===== src/rtl/shift_reg_pkg.sv =====
// Shared definitions for the universal shift register: operation encodings
// and controller states.
package shift_reg_pkg;

  typedef enum logic [2:0] {
    OP_HOLD  = 3'b000,
    OP_LOAD  = 3'b001,
    OP_SHR   = 3'b010,
    OP_SHL   = 3'b011,
    OP_ROR   = 3'b100,
    OP_ROL   = 3'b101,
    OP_ASR   = 3'b110,
    OP_BURST = 3'b111
  } op_e;

  typedef enum logic {
    ST_IDLE  = 1'b0,
    ST_BURST = 1'b1
  } state_e;

endpackage : shift_reg_pkg


===== src/rtl/shift_reg_univ.sv =====
// Universal shift register with a self-timed serialising burst mode.
//
//   state    | meaning
//   ---------+-----------------------------------------------------------
//   ST_IDLE  | op/en decoded each edge: hold, load, shifts, rotates, burst
//   ST_BURST | one serial step per enabled edge, WIDTH steps, then done
module shift_reg_univ
  import shift_reg_pkg::*;
#(
  parameter int WIDTH     = 8,
  parameter bit LSB_FIRST = 1'b1
) (
  input  logic             clk,
  input  logic             rst_n,
  input  logic             en,
  input  logic [2:0]       op,
  input  logic [WIDTH-1:0] data,
  input  logic             serial_in,
  output logic [WIDTH-1:0] out,
  output logic             serial_out,
  output logic             busy,
  output logic             done
);

  localparam int CNT_W = $clog2(WIDTH + 1);
  // Counter value just before the final step; the final step lands on WIDTH.
  localparam logic [CNT_W-1:0] LAST_STEP = CNT_W'(WIDTH - 1);

  state_e           r_state;
  logic [WIDTH-1:0] r_out;
  logic             r_so;
  logic             r_busy;
  logic             r_done;
  logic [CNT_W-1:0] r_cnt;

  state_e           w_state_nxt;
  logic [WIDTH-1:0] w_out_nxt;
  logic             w_so_nxt;
  logic             w_busy_nxt;
  logic             w_done_nxt;
  logic [CNT_W-1:0] w_cnt_nxt;

  // Next-value decode for the datapath, step counter and status flags.
  always_comb begin
    w_state_nxt = r_state;
    w_out_nxt   = r_out;
    w_so_nxt    = r_so;
    w_busy_nxt  = r_busy;
    w_done_nxt  = 1'b0;
    w_cnt_nxt   = r_cnt;
    case (r_state)
      ST_IDLE: begin
        if (en) begin
          case (op_e'(op))
            OP_HOLD: ;
            OP_LOAD: w_out_nxt = data;
            OP_SHR: begin
              w_out_nxt = {serial_in, r_out[WIDTH-1:1]};
              w_so_nxt  = r_out[0];
            end
            OP_SHL: begin
              w_out_nxt = {r_out[WIDTH-2:0], serial_in};
              w_so_nxt  = r_out[WIDTH-1];
            end
            OP_ROR: begin
              w_out_nxt = {r_out[0], r_out[WIDTH-1:1]};
              w_so_nxt  = r_out[0];
            end
            OP_ROL: begin
              w_out_nxt = {r_out[WIDTH-2:0], r_out[WIDTH-1]};
              w_so_nxt  = r_out[WIDTH-1];
            end
            OP_ASR: begin
              w_out_nxt = {r_out[WIDTH-1], r_out[WIDTH-1:1]};
              w_so_nxt  = r_out[0];
            end
            OP_BURST: begin
              w_out_nxt   = data;
              w_cnt_nxt   = '0;
              w_state_nxt = ST_BURST;
              w_busy_nxt  = 1'b1;
            end
            default: ;
          endcase
        end
      end
      ST_BURST: begin
        // en low stalls the burst with everything held.
        if (en) begin
          if (LSB_FIRST) begin
            w_out_nxt = {serial_in, r_out[WIDTH-1:1]};
            w_so_nxt  = r_out[0];
          end else begin
            w_out_nxt = {r_out[WIDTH-2:0], serial_in};
            w_so_nxt  = r_out[WIDTH-1];
          end
          w_cnt_nxt = r_cnt + 1'b1;
          if (r_cnt == LAST_STEP) begin
            w_state_nxt = ST_IDLE;
            w_busy_nxt  = 1'b0;
            w_done_nxt  = 1'b1;
          end
        end
      end
      default: w_state_nxt = ST_IDLE;
    endcase
  end

  // State and output registers; reset aborts any burst without a done pulse.
  always_ff @(posedge clk or negedge rst_n) begin
    if (!rst_n) begin
      r_state <= ST_IDLE;
      r_out   <= '0;
      r_so    <= 1'b0;
      r_busy  <= 1'b0;
      r_done  <= 1'b0;
      r_cnt   <= '0;
    end else begin
      r_state <= w_state_nxt;
      r_out   <= w_out_nxt;
      r_so    <= w_so_nxt;
      r_busy  <= w_busy_nxt;
      r_done  <= w_done_nxt;
      r_cnt   <= w_cnt_nxt;
    end
  end

  assign out        = r_out;
  assign serial_out = r_so;
  assign busy       = r_busy;
  assign done       = r_done;

endmodule : shift_reg_univ

===== config.mk =====
export PLATFORM = sky130hd
export DESIGN_NAME = shift_reg_univ
export DESIGN_NICKNAME = d
export VERILOG_FILES = /design/src/rtl/shift_reg_pkg.sv /design/src/rtl/shift_reg_univ.sv
export SDC_FILE = /design/constraint.sdc
export NUM_CORES = 1
export LEC_CHECK = 0
export ABC_AREA = 0
export BUFFER_PORTS_ARGS = -buffer_cell sky130_fd_sc_hd__buf_2
export CAP_MARGIN = 20
export CORE_ASPECT_RATIO = 1.2
export CORE_UTILIZATION = 42
export CTS_CLUSTER_DIAMETER = 100
export DETAILED_ROUTE_END_ITERATION = 12
export GPL_ROUTABILITY_DRIVEN = 0
export MAX_ROUTING_LAYER = met4
export PLACE_DENSITY = 0.78
export SETUP_SLACK_MARGIN = 0.3
export SLEW_MARGIN = 20
export SYNTH_ARGS = -nofsm -noshare
export SYNTH_HDL_FRONTEND = slang
export SYNTH_SLANG_ARGS = --single-unit

===== constraint.sdc =====
create_clock -name clk -period 1.24 [get_ports clk]
set_input_delay 0.186 -clock clk [delete_from_list [all_inputs] [get_ports clk]]
set_output_delay 0.186 -clock clk [all_outputs]
set_load 0.005 [all_outputs]

==> summary.md <==
| Metric | Value |
|---|---|
| Status | finished with violations |
| Failing checks | setup timing |
| Clock Latency Late Sink | 0.30 ns |
| R2r startpoint | r_state |
| Synth Warn # | 0 |
| Global Route Usage Sum | 23.9% |
| Critical path type | flop to flop |
| CP max stage cell | dfrtp_2 |
| Cells after synthesis | 97 |
| DR WL/cell | 13.9 um |
| Hold path start | en |
| Fin nets | 166 |
| Top post-synthesis cells by count | dfrtp_1, nor2_1, mux2i_1, a211oi_1 |
| WHS Path Cells | 3 |
| CTS tree | built |
| Root buffer cell | clkbuf_4 |
| CTS buffer count | 3 |
| DRC | 0 |
| Max cap viols | 0 |
| CP max stage delay | 0.47 ns |
| Most numerous cell in the Yosys netlist | dfrtp_1 |
| WHS Endpoint | r_cnt[0] |
| DRT Pass-1 Iters | 4 |
| Sequential share of the synthesized area | 41.6% |
| FILL cells | 171 |
| Tcrit/Tclk final | 101% |
| Final clock skew | 0.00152 ns |
| CTS Buffer Depth | 2 |
| H-Tree Depth | 1 |
| Diodes inserted | 0 |
| DP Worst Slack | -0.127 ns |
| RSZ-0062 raised after global routing | true |
| Vias in the first global route | 933 |
| Hold Path Class | input pin to flop |
| Initial antenna violation count | 0 |
| Post-synth EDFFs | 0 |
| Average cell area after synthesis | 9.93 um2 |
| Via count | 957 |
| Combinational share of power | 53.9% |
| Die Height | 54.5 um |
| Port buffer count | 25 |
| Reg-to-Reg End | r_cnt[3] |
| Placement Rows | 18 |
| Pins Over Slew Limit | 0 |
| Reg area | 402 um2 |
| Proportion of layout cells with a drive suffix above 1 | 51.0% |
| Netlist cell types | 28 |
| Max Clk Rate | 801 MHz |
| DP HPWL | 1.61 mm |
| Largest net degree at the start of global routing | 17 |
| Multi-input logic area | 584 um2 |
| Required @ worst endpoint | 1.49 ns |
| Placed inst area | 1230 um2 |
| Crit path depth | 5 |
| Asr flop ratio synth | 100% |
| Clock Power Share | 12.5% |
| Final hold slack | 0.229 ns |
| Slew margin rel. | 74.9% |
| Routed WL | 2.50 mm |
| Area delta synth->final | 49.5% |
| Minimum clock period | 1.25 ns |
| Reg2Reg Depth | 5 |
| Syn Nets | 113 |
| GRT overflow | 0 |
| Peak supply drop | 1.14 mV |
| CP arrival | 1.50 ns |
| Starting Density | 45.5% |
| CP startpoint kind | flop |
| CP delay by family, top | flip-flops |
| Sw Pwr | 0.00106 W |
| I/O Pins | 26 |
| Antenna-violating nets left | 0 |
| Ys flop type | dfrtp_1 |
| Critical path fanouts, max | 7 |
| Sw Ratio | 37.1% |
| Hold Fails Final Rpt | 0 |
| CTS clock-pin slew for the worst setup and hold paths | 0.09 ns |
| Synth top area share | 41.6% |
| Die ar. | 2490 um2 |
| Setup Viol. Count Final | 3 |
| Fin worst setup slack | -0.00849 ns |
| Flop2flop setup slack | -0.008 ns |
| Die X | 45.7 um |
| Yosys reg bits | 16 |
| Worst slew pin tran | 0.377 ns |
| Power share of the sequential group | 33.5% |
| Critical Path Sink Type | flop |
| Initial drt markers | 12 |
| Pwr/cell area | 1990 nW/um2 |
| Core area | 2120 um2 |
| Mapped cell area | 963 um2 |
| Most used cell, CP | buf_6 |
| P_int | 0.00180 W |
| Final Util | 68.0% |
| Top cell type by total area after synthesis | dfrtp_1 |
| First-pass GRT wire length | 4.00 mm |
| Leakage power | 0.722 nW |
| Clock Sinks | 16 |
| Number of vias per cell | 5.35 |
| CP cell instances | buf_4, buf_6, buf_6, o21ai_4, a22o_1 |
| Final instance area | 1440 um2 |
| Top cells by area, synth | dfrtp_1, mux2i_1, a211oi_1, nor2_1, a21o_1 |
| Crit path buf inv count | 3 |
-- per-layer routing --
metal,track usage [%],vias up,wire length [um]
li1,-,463,-
met1,26.8,469,1070
met2,41.2,18,1310
met3,4.95,7,63
met4,9.80,0,52
met5,-,-,0
-- through the flow --
stage                     setup TNS [ns]  power (W)  std cells
final                            -0.0155    0.00287        179
after global routing              -0.474    0.00306        179
after CTS                              0    0.00271        174
after detailed placement          -0.840    0.00207        158
after global placement            -0.676    0.00202        158
after floorplan                  -0.0618    0.00169         97
-- worst max path at each step --
stage          endpoint  slack [ns]     from
4_1_cts          out[3]       0.007  r_state
3_5_place_dp     out[3]       -0.13    op[1]
3_3_place_gp     out[4]       -0.10    op[1]
5_1_grt          out[5]       -0.06  r_state
6_report       r_cnt[3]      -0.008  r_state
2_1_floorplan    out[7]       -0.06    op[1]
-- cell type report --
class | instances | area share (%)
Clock buffer | 4 | 2.52
Inverter | 2 | 0.521
Multi-Input combinational cell | 73 | 40.6
Sequential cell | 16 | 27.9
Tap cell | 30 | 2.61
Timing Repair Buffer | 54 | 25.9
-- power groups by stage --
| stage | combinational (W) | clock, W | sequential (W) |
|---|---|---|---|
| 6_report | 0.00155 | 0.000360 | 0.000961 |
| 3_3_place_gp | 0.00105 | 0 | 0.000972 |
| 5_1_grt | 0.00167 | 0.000400 | 0.000988 |
| 3_5_place_dp | 0.00109 | 0 | 0.000980 |
| 4_1_cts | 0.00140 | 0.000365 | 0.000952 |
| 2_1_floorplan | 0.000739 | 0 | 0.000951 |
-- cells by family after synthesis --
group	after synthesis	share of synthesized area (%)
multiplexers	10	11.0
flip-flops	16	41.6
XOR/XNOR	1	2.86
adder cells (fa/ha/maj)	1	1.30
buffers and inverters	8	4.80
AND/OR/NAND/NOR	28	13.4
AO/OA/AOI/OAI	33	25.1
-- cell usage in the layout (no fill, tap or decap), drive strengths merged --
cell / Yosys / final
dfrtp: 16 / 16
a31oi: 1 / 1
a21o: 6 / 6
nand3: 2 / 2
o211ai: 1 / 1
inv: 2 / 2
xor2: 1 / 1
nor2: 13 / 13
and3: 1 / 1
a32o: 1 / 1
nor2b: 3 / 3
o31ai: 2 / 2
clkbuf: 2 / 4
mux2: 2 / 2
mux2i: 8 / 8
nand4b: 1 / 1
a21oi: 6 / 6
dlygate4sd3: 0 / 1
o21ai: 6 / 6
nand2: 6 / 6
buf: 4 / 53
a211oi: 7 / 7
a22o: 2 / 2
ha: 1 / 1
nand2b: 2 / 2
o41ai: 1 / 1
-- sequential cells by signal, indices dropped and copies added (netlist names) --
signal / cells
busy: 1
done: 1
out: 8
r_cnt: 4
r_state: 1
serial_out: 1
-- tightest hold or removal path, cell delays in order --
cell and delay [ns]:
buf_2 0.16, nand2_1 0.08, o21ai_0 0.06
-- what timing repair did --
item | CTS | global route
pin swaps | 4 | 1
buffers inserted | 11 | 5
cloned | 0 | 0
resized for setup | 8 | 4
endpoints found under the setup margin | 26 | 27
hold buffers | 1 | 0
hold endpoints to repair | 16 | 0
Note: power is estimated with default switching activity, not from simulation.
